$ cat config.mk
export PLATFORM = sky130hd
export DESIGN_NAME = cjb_mem_arbiter
export DESIGN_NICKNAME = d
export VERILOG_FILES = /design/src/rtl/cjb_mem_arb_pkg.sv /design/src/rtl/cjb_arb_starve_cnt.sv /design/src/rtl/cjb_mem_arbiter.sv
export SDC_FILE = /design/constraint.sdc
export NUM_CORES = 1
export LEC_CHECK = 0
export BUFFER_PORTS_ARGS = -buffer_cell sky130_fd_sc_hd__buf_2
export CAP_MARGIN = 20
export CELL_PAD_IN_SITES_DETAIL_PLACEMENT = 0
export CELL_PAD_IN_SITES_GLOBAL_PLACEMENT = 2
export CORE_ASPECT_RATIO = 1.75
export CORE_MARGIN = 4
export CORE_UTILIZATION = 27
export CTS_CLUSTER_SIZE = 14
export DETAILED_ROUTE_END_ITERATION = 16
export PLACE_DENSITY = 0.79
export RECOVER_POWER = 100
export SYNTH_ARGS = -nofsm -noshare
export SYNTH_HDL_FRONTEND = slang
export SYNTH_SLANG_ARGS = --single-unit
export TNS_END_PERCENT = 10
$ cat constraint.sdc
create_clock -name clk -period 4.6 [get_ports clk]
set_clock_uncertainty 0.15 [all_clocks]
set_input_delay 0.46 -clock clk [delete_from_list [all_inputs] [get_ports clk]]
set_output_delay 0.46 -clock clk [all_outputs]
set_load 0.03 [all_outputs]
$ cat src/rtl/cjb_mem_arb_pkg.sv
// Shared types and constants for the CPU/DMA main-memory arbiter.
package cjb_mem_arb_pkg;

  localparam int DEFAULT_AW = 10;
  localparam int DEFAULT_DW = 8;

  localparam logic RW_READ  = 1'b1;
  localparam logic RW_WRITE = 1'b0;

  // Every access walks IDLE -> GNT_x -> ACK_x -> IDLE.
  typedef enum logic [2:0] {
    IDLE    = 3'd0,
    GNT_CPU = 3'd1,
    GNT_DMA = 3'd2,
    ACK_CPU = 3'd3,
    ACK_DMA = 3'd4
  } arb_state_e;

endpackage

$ cat src/rtl/cjb_arb_starve_cnt.sv
// Saturating count of CPU wins taken while the DMA port was waiting.
module cjb_arb_starve_cnt #(
  parameter int LIMIT = 3
) (
  input  logic                         clk,
  input  logic                         rst_n,
  input  logic                         inc,
  input  logic                         clr,
  output logic [$clog2(LIMIT+1)-1:0]   cnt,
  output logic                         at_limit
);

  localparam int CW = $clog2(LIMIT + 1);
  localparam logic [CW-1:0] LIMIT_C = CW'(LIMIT);

  logic [CW-1:0] cnt_reg;

  // Clear wins over increment; increment stops at LIMIT.
  always_ff @(posedge clk) begin
    if (!rst_n) begin
      cnt_reg <= '0;
    end else if (clr) begin
      cnt_reg <= '0;
    end else if (inc && (cnt_reg != LIMIT_C)) begin
      cnt_reg <= cnt_reg + CW'(1);
    end
  end

  assign cnt      = cnt_reg;
  assign at_limit = (cnt_reg == LIMIT_C);

endmodule

$ cat src/rtl/cjb_mem_arbiter.sv
// Single-port main-memory arbiter: CPU has fixed priority, a starvation
// counter forces one DMA win after STARVE_LIMIT back-to-back CPU wins.
module cjb_mem_arbiter
  import cjb_mem_arb_pkg::*;
#(
  parameter int AW           = DEFAULT_AW,
  parameter int DW           = DEFAULT_DW,
  parameter int STARVE_LIMIT = 3
) (
  input  logic          clk,
  input  logic          rst_n,
  input  logic          cpu_req,
  input  logic          cpu_rw,
  input  logic [AW-1:0] cpu_addr,
  input  logic [DW-1:0] cpu_wdata,
  output logic [DW-1:0] cpu_rdata,
  output logic          cpu_ack,
  output logic          cpu_stall,
  input  logic          dma_req,
  input  logic          dma_rw,
  input  logic [AW-1:0] dma_addr,
  input  logic [DW-1:0] dma_wdata,
  output logic [DW-1:0] dma_rdata,
  output logic          dma_ack,
  output logic          mem_en,
  output logic          mem_rw,
  output logic [AW-1:0] mem_addr,
  output logic [DW-1:0] mem_wdata,
  input  logic [DW-1:0] mem_rdata,
  output logic          gnt_cpu,
  output logic          gnt_dma
);

  localparam int CW = $clog2(STARVE_LIMIT + 1);

  arb_state_e    state_reg;
  logic          acc_rw_reg;
  logic          cpu_ack_reg, dma_ack_reg;
  logic          mem_en_reg, mem_rw_reg;
  logic [AW-1:0] mem_addr_reg;
  logic [DW-1:0] mem_wdata_reg;
  logic          gnt_cpu_reg, gnt_dma_reg;
  logic [DW-1:0] cpu_rdata_reg, dma_rdata_reg;

  logic [CW-1:0] starve_cnt;
  logic          starve_at_limit;
  logic          in_idle, pick_dma, pick_cpu;
  logic          starve_inc, starve_clr;

  // DMA wins in IDLE when it is alone, or when the CPU has starved it long enough.
  assign in_idle    = (state_reg == IDLE);
  assign pick_dma   = dma_req & (~cpu_req | starve_at_limit);
  assign pick_cpu   = cpu_req & ~pick_dma;
  assign starve_inc = in_idle & pick_cpu & dma_req;
  assign starve_clr = in_idle & (pick_dma | ~dma_req);

  cjb_arb_starve_cnt #(
    .LIMIT (STARVE_LIMIT)
  ) u_starve (
    .clk      (clk),
    .rst_n    (rst_n),
    .inc      (starve_inc),
    .clr      (starve_clr),
    .cnt      (starve_cnt),
    .at_limit (starve_at_limit)
  );

  // Arbitration FSM with registered memory strobes, grants and acks.
  always_ff @(posedge clk) begin
    if (!rst_n) begin
      state_reg     <= IDLE;
      acc_rw_reg    <= RW_READ;
      cpu_ack_reg   <= 1'b0;
      dma_ack_reg   <= 1'b0;
      mem_en_reg    <= 1'b0;
      mem_rw_reg    <= RW_READ;
      mem_addr_reg  <= '0;
      mem_wdata_reg <= '0;
      gnt_cpu_reg   <= 1'b0;
      gnt_dma_reg   <= 1'b0;
      cpu_rdata_reg <= '0;
      dma_rdata_reg <= '0;
    end else begin
      // Idle bus values unless a grant is being issued this edge.
      cpu_ack_reg   <= 1'b0;
      dma_ack_reg   <= 1'b0;
      mem_en_reg    <= 1'b0;
      mem_rw_reg    <= RW_READ;
      mem_addr_reg  <= '0;
      mem_wdata_reg <= '0;
      gnt_cpu_reg   <= 1'b0;
      gnt_dma_reg   <= 1'b0;
      case (state_reg)
        IDLE: begin
          if (pick_dma) begin
            state_reg     <= GNT_DMA;
            acc_rw_reg    <= dma_rw;
            mem_en_reg    <= 1'b1;
            mem_rw_reg    <= dma_rw;
            mem_addr_reg  <= dma_addr;
            mem_wdata_reg <= dma_wdata;
            gnt_dma_reg   <= 1'b1;
          end else if (pick_cpu) begin
            state_reg     <= GNT_CPU;
            acc_rw_reg    <= cpu_rw;
            mem_en_reg    <= 1'b1;
            mem_rw_reg    <= cpu_rw;
            mem_addr_reg  <= cpu_addr;
            mem_wdata_reg <= cpu_wdata;
            gnt_cpu_reg   <= 1'b1;
          end
        end
        GNT_CPU: begin
          state_reg   <= ACK_CPU;
          cpu_ack_reg <= 1'b1;
        end
        GNT_DMA: begin
          state_reg   <= ACK_DMA;
          dma_ack_reg <= 1'b1;
        end
        ACK_CPU: begin
          state_reg <= IDLE;
          if (acc_rw_reg == RW_READ) cpu_rdata_reg <= mem_rdata;
        end
        ACK_DMA: begin
          state_reg <= IDLE;
          if (acc_rw_reg == RW_READ) dma_rdata_reg <= mem_rdata;
        end
        default: state_reg <= IDLE;
      endcase
    end
  end

  // Read data arrives from the macro during the ACK cycle, so it is passed
  // straight through while ack is high and held in the register afterwards.
  assign cpu_rdata = (state_reg == ACK_CPU && acc_rw_reg == RW_READ) ? mem_rdata : cpu_rdata_reg;
  assign dma_rdata = (state_reg == ACK_DMA && acc_rw_reg == RW_READ) ? mem_rdata : dma_rdata_reg;

  assign cpu_ack   = cpu_ack_reg;
  assign dma_ack   = dma_ack_reg;
  assign cpu_stall = cpu_req & ~cpu_ack_reg;
  assign mem_en    = mem_en_reg;
  assign mem_rw    = mem_rw_reg;
  assign mem_addr  = mem_addr_reg;
  assign mem_wdata = mem_wdata_reg;
  assign gnt_cpu   = gnt_cpu_reg;
  assign gnt_dma   = gnt_dma_reg;

endmodule

==> run metrics <==
Starting Density 27.94%; Synth top cells by count dfxtp_1 (46), a21oi_1 (19), and2_1 (18), nand3_1 (18), o211ai_1 (18); failing checks capacitance limit, slew limit; Site Rows 39; worst-path maximum fanout 9; upper clock frequency limit 305.2 MHz; Hold Buf Count CTS 0; post-synthesis compound-gate area fraction 15.23%; Resized cells post-CTS 0; final setup TNS 0 ps; Seq cells post-synth 46; # nets final 318; Final min period 3277 ps; vias per cell 4.582; initial antenna violation count 0; CP Capture Type output pin; H-tree depth 2; final WL 4903 um; Clock Sinks 46; Leakage 0.0009725 uW; Critical Path Start state_reg[0]$_SDFFE_PN0P_; worst r2r src state_reg[0]$_SDFFE_PN0P_; Clk pin slew, worst setup/hold paths 60 ps; Mapped Nets 236; Post-DP Area 2317 um^2; kind of critical path register to output pin; clock network latency to the later pin of the worst-skew pair 280 ps; number of synthesized flops with an enable pin 0; Worst R2R Setup Slack 2050 ps; YS warnings 0; vias 1599; ANT cells 0; DRC viols 0; path category of the worst min-delay check input port to register; setup violators final 0; RSZ-0062 raised after global routing false; worst slew margin relative to its limit -9.244%; post-synthesis adder-cell area fraction 0.6798%; worst r2r dst dma_rdata_reg[0]$_SDFFE_PN0P_; pwr dens 378.1 nW/um^2; # IOs 91; Root Driver clkbuf_16; # fillers 735; Pins Over Slew Limit 9; Avg Cell Area, Syn 9.949 um^2; Pre-antenna DRT Iters 4; post-synthesis sequential area ratio 50.03%; pin count of the biggest net entering global routing 27; max FFs per register 10; Max-Cap Viols 1; FF+latch area 920.9 um^2; maximum VDD drop 0.2217 mV; first-pass GRT wire length 7997 um; CTS max path bufs 2; fin crit share 71.23%; post-route ant nets 0; final count of hold timing violations 0; Post-Synth Simple-Gate Area 18.97%; Core Region 6588 um^2; proportion of synthesized area in mux cells 9.789%; Port Buffers 90; RD Place Congestion 0.6935; Area contributors post-synth dfxtp_1 (50%), mux2_2 (9.8%), o211ai_1 (7.3%), and2_1 (6.1%), a21oi_1 (5.2%); Netlist cell types 29; post-synth design cell area 1841 um^2; initial DRC count 96; FF-to-FF path depth 3; global-route usage over all layers 12.29%; run status finished, violations left; multi-input logic area 815.8 um^2; largest area contributor in the netlist dfxtp_1; top cell type's share of synthesized area 50.03%; crit path DAT 2670 ps; die height 117.2 um; Synth Area in XOR/XNOR 0%; HPWL after detailed placement 3535 um; pin slew with the least headroom to its limit 1617 ps; startpoint types register; Die Footprint 8253 um^2; design area 2387 um^2; synthesis-to-layout area growth 29.71%; largest family of logic cells by synthesized area simple AND/OR/NAND/NOR gates; Num CTS Buffers 5; Primary FF master, synth dfxtp_1; Crit path required time 3990 ps; ys async rst share 0%; CTS tree done; Mapped Cells 185; Overflow after GRT 0; Setup Fix Bufs, Post-CTS 0; DR WL/cell 14.05 um; worst setup path endpoint dma_rdata[2]; layout cells sized above 1 24.34%; count leader, synth dfxtp_1; die width 70.41 um; vias in the first global route 1700
-- critical path, cell delays in order, from the launching register on --
cell and delay (ps):
dfxtp_1 380, nor4bb_1 1330, mux2_2 370, clkbuf_1 310
-- cells in the final DEF, fill, tap and decap left out, types with 4 or more instances in the layout --
cell type	n
dfxtp_1	46
nand3_1	18
clkbuf_1	42
clkbuf_16	5
nand2_1	4
o211ai_1	18
a21oi_1	19
nor2_1	5
mux2_1	8
buf_2	48
and2_1	17
mux2_2	8
-- layout make-up --
cell class / instances / share of cell area (%)
Clock buffer: 5 / 5.241
Clock inverter: 2 / 0.4193
Inverter: 4 / 0.6289
Multi-Input combinational cell: 120 / 34.17
Sequential cell: 46 / 38.57
Tap cell: 82 / 4.298
Timing Repair Buffer: 90 / 16.67
-- kinds of logic (layout without fill, tap and decap cells) --
family / after synthesis / after routing
adders and majority gates: 1 / 1
buffers and inverters: 19 / 101
AOI/OAI and AO/OA: 43 / 43
muxes: 16 / 16
and+or+nand+nor: 60 / 60
DFF: 46 / 46
-- worst min path at each step --
stage | start | end | slack, ps | cells after the start
2_1_floorplan | u_starve.cnt[1]$_SDFFE_PP0P_ | u_starve.cnt[1]$_SDFFE_PP0P_ | 290 | 2
3_3_place_gp | u_starve.cnt[1]$_SDFFE_PP0P_ | u_starve.cnt[1]$_SDFFE_PP0P_ | 310 | 2
3_5_place_dp | u_starve.cnt[1]$_SDFFE_PP0P_ | u_starve.cnt[1]$_SDFFE_PP0P_ | 320 | 2
4_1_cts | dma_addr[3] | mem_addr[3]$_SDFF_PN0_ | 270 | 3
5_1_grt | dma_wdata[2] | mem_wdata[2]$_SDFF_PN0_ | 270 | 3
6_report | dma_addr[3] | mem_addr[3]$_SDFF_PN0_ | 280 | 3
-- metal layers --
metal	wire length [um]	GRT usage, %
met2	2663	22.90
met5	0	0
met1	1811	12.62
met4	61	5.115
met3	367	3.761
-- stage by stage --
step / hold slack (ps) / power (uW) / worst slack, ps / std cells / util [%]
final: 280.0 / 902.6 / 1323 / 349 / 36.24
after global placement: 305.5 / 584.4 / 2100 / 342 / 35.18
after detailed placement: 321.2 / 584.9 / 2053 / 342 / 35.18
after global routing: 273.6 / 956.0 / 1099 / 349 / 36.24
after CTS: 273.3 / 928.2 / 1743 / 349 / 37.23
after floorplan: 293.6 / 535.8 / 2701 / 185 / -
-- power breakdown --
part           switching, uW  internal, uW  total [uW]
logic                   92.1          46.3         138
clock network            141           196         337
registers               8.82           419         427
Note: power is estimated with default switching activity, not from simulation.
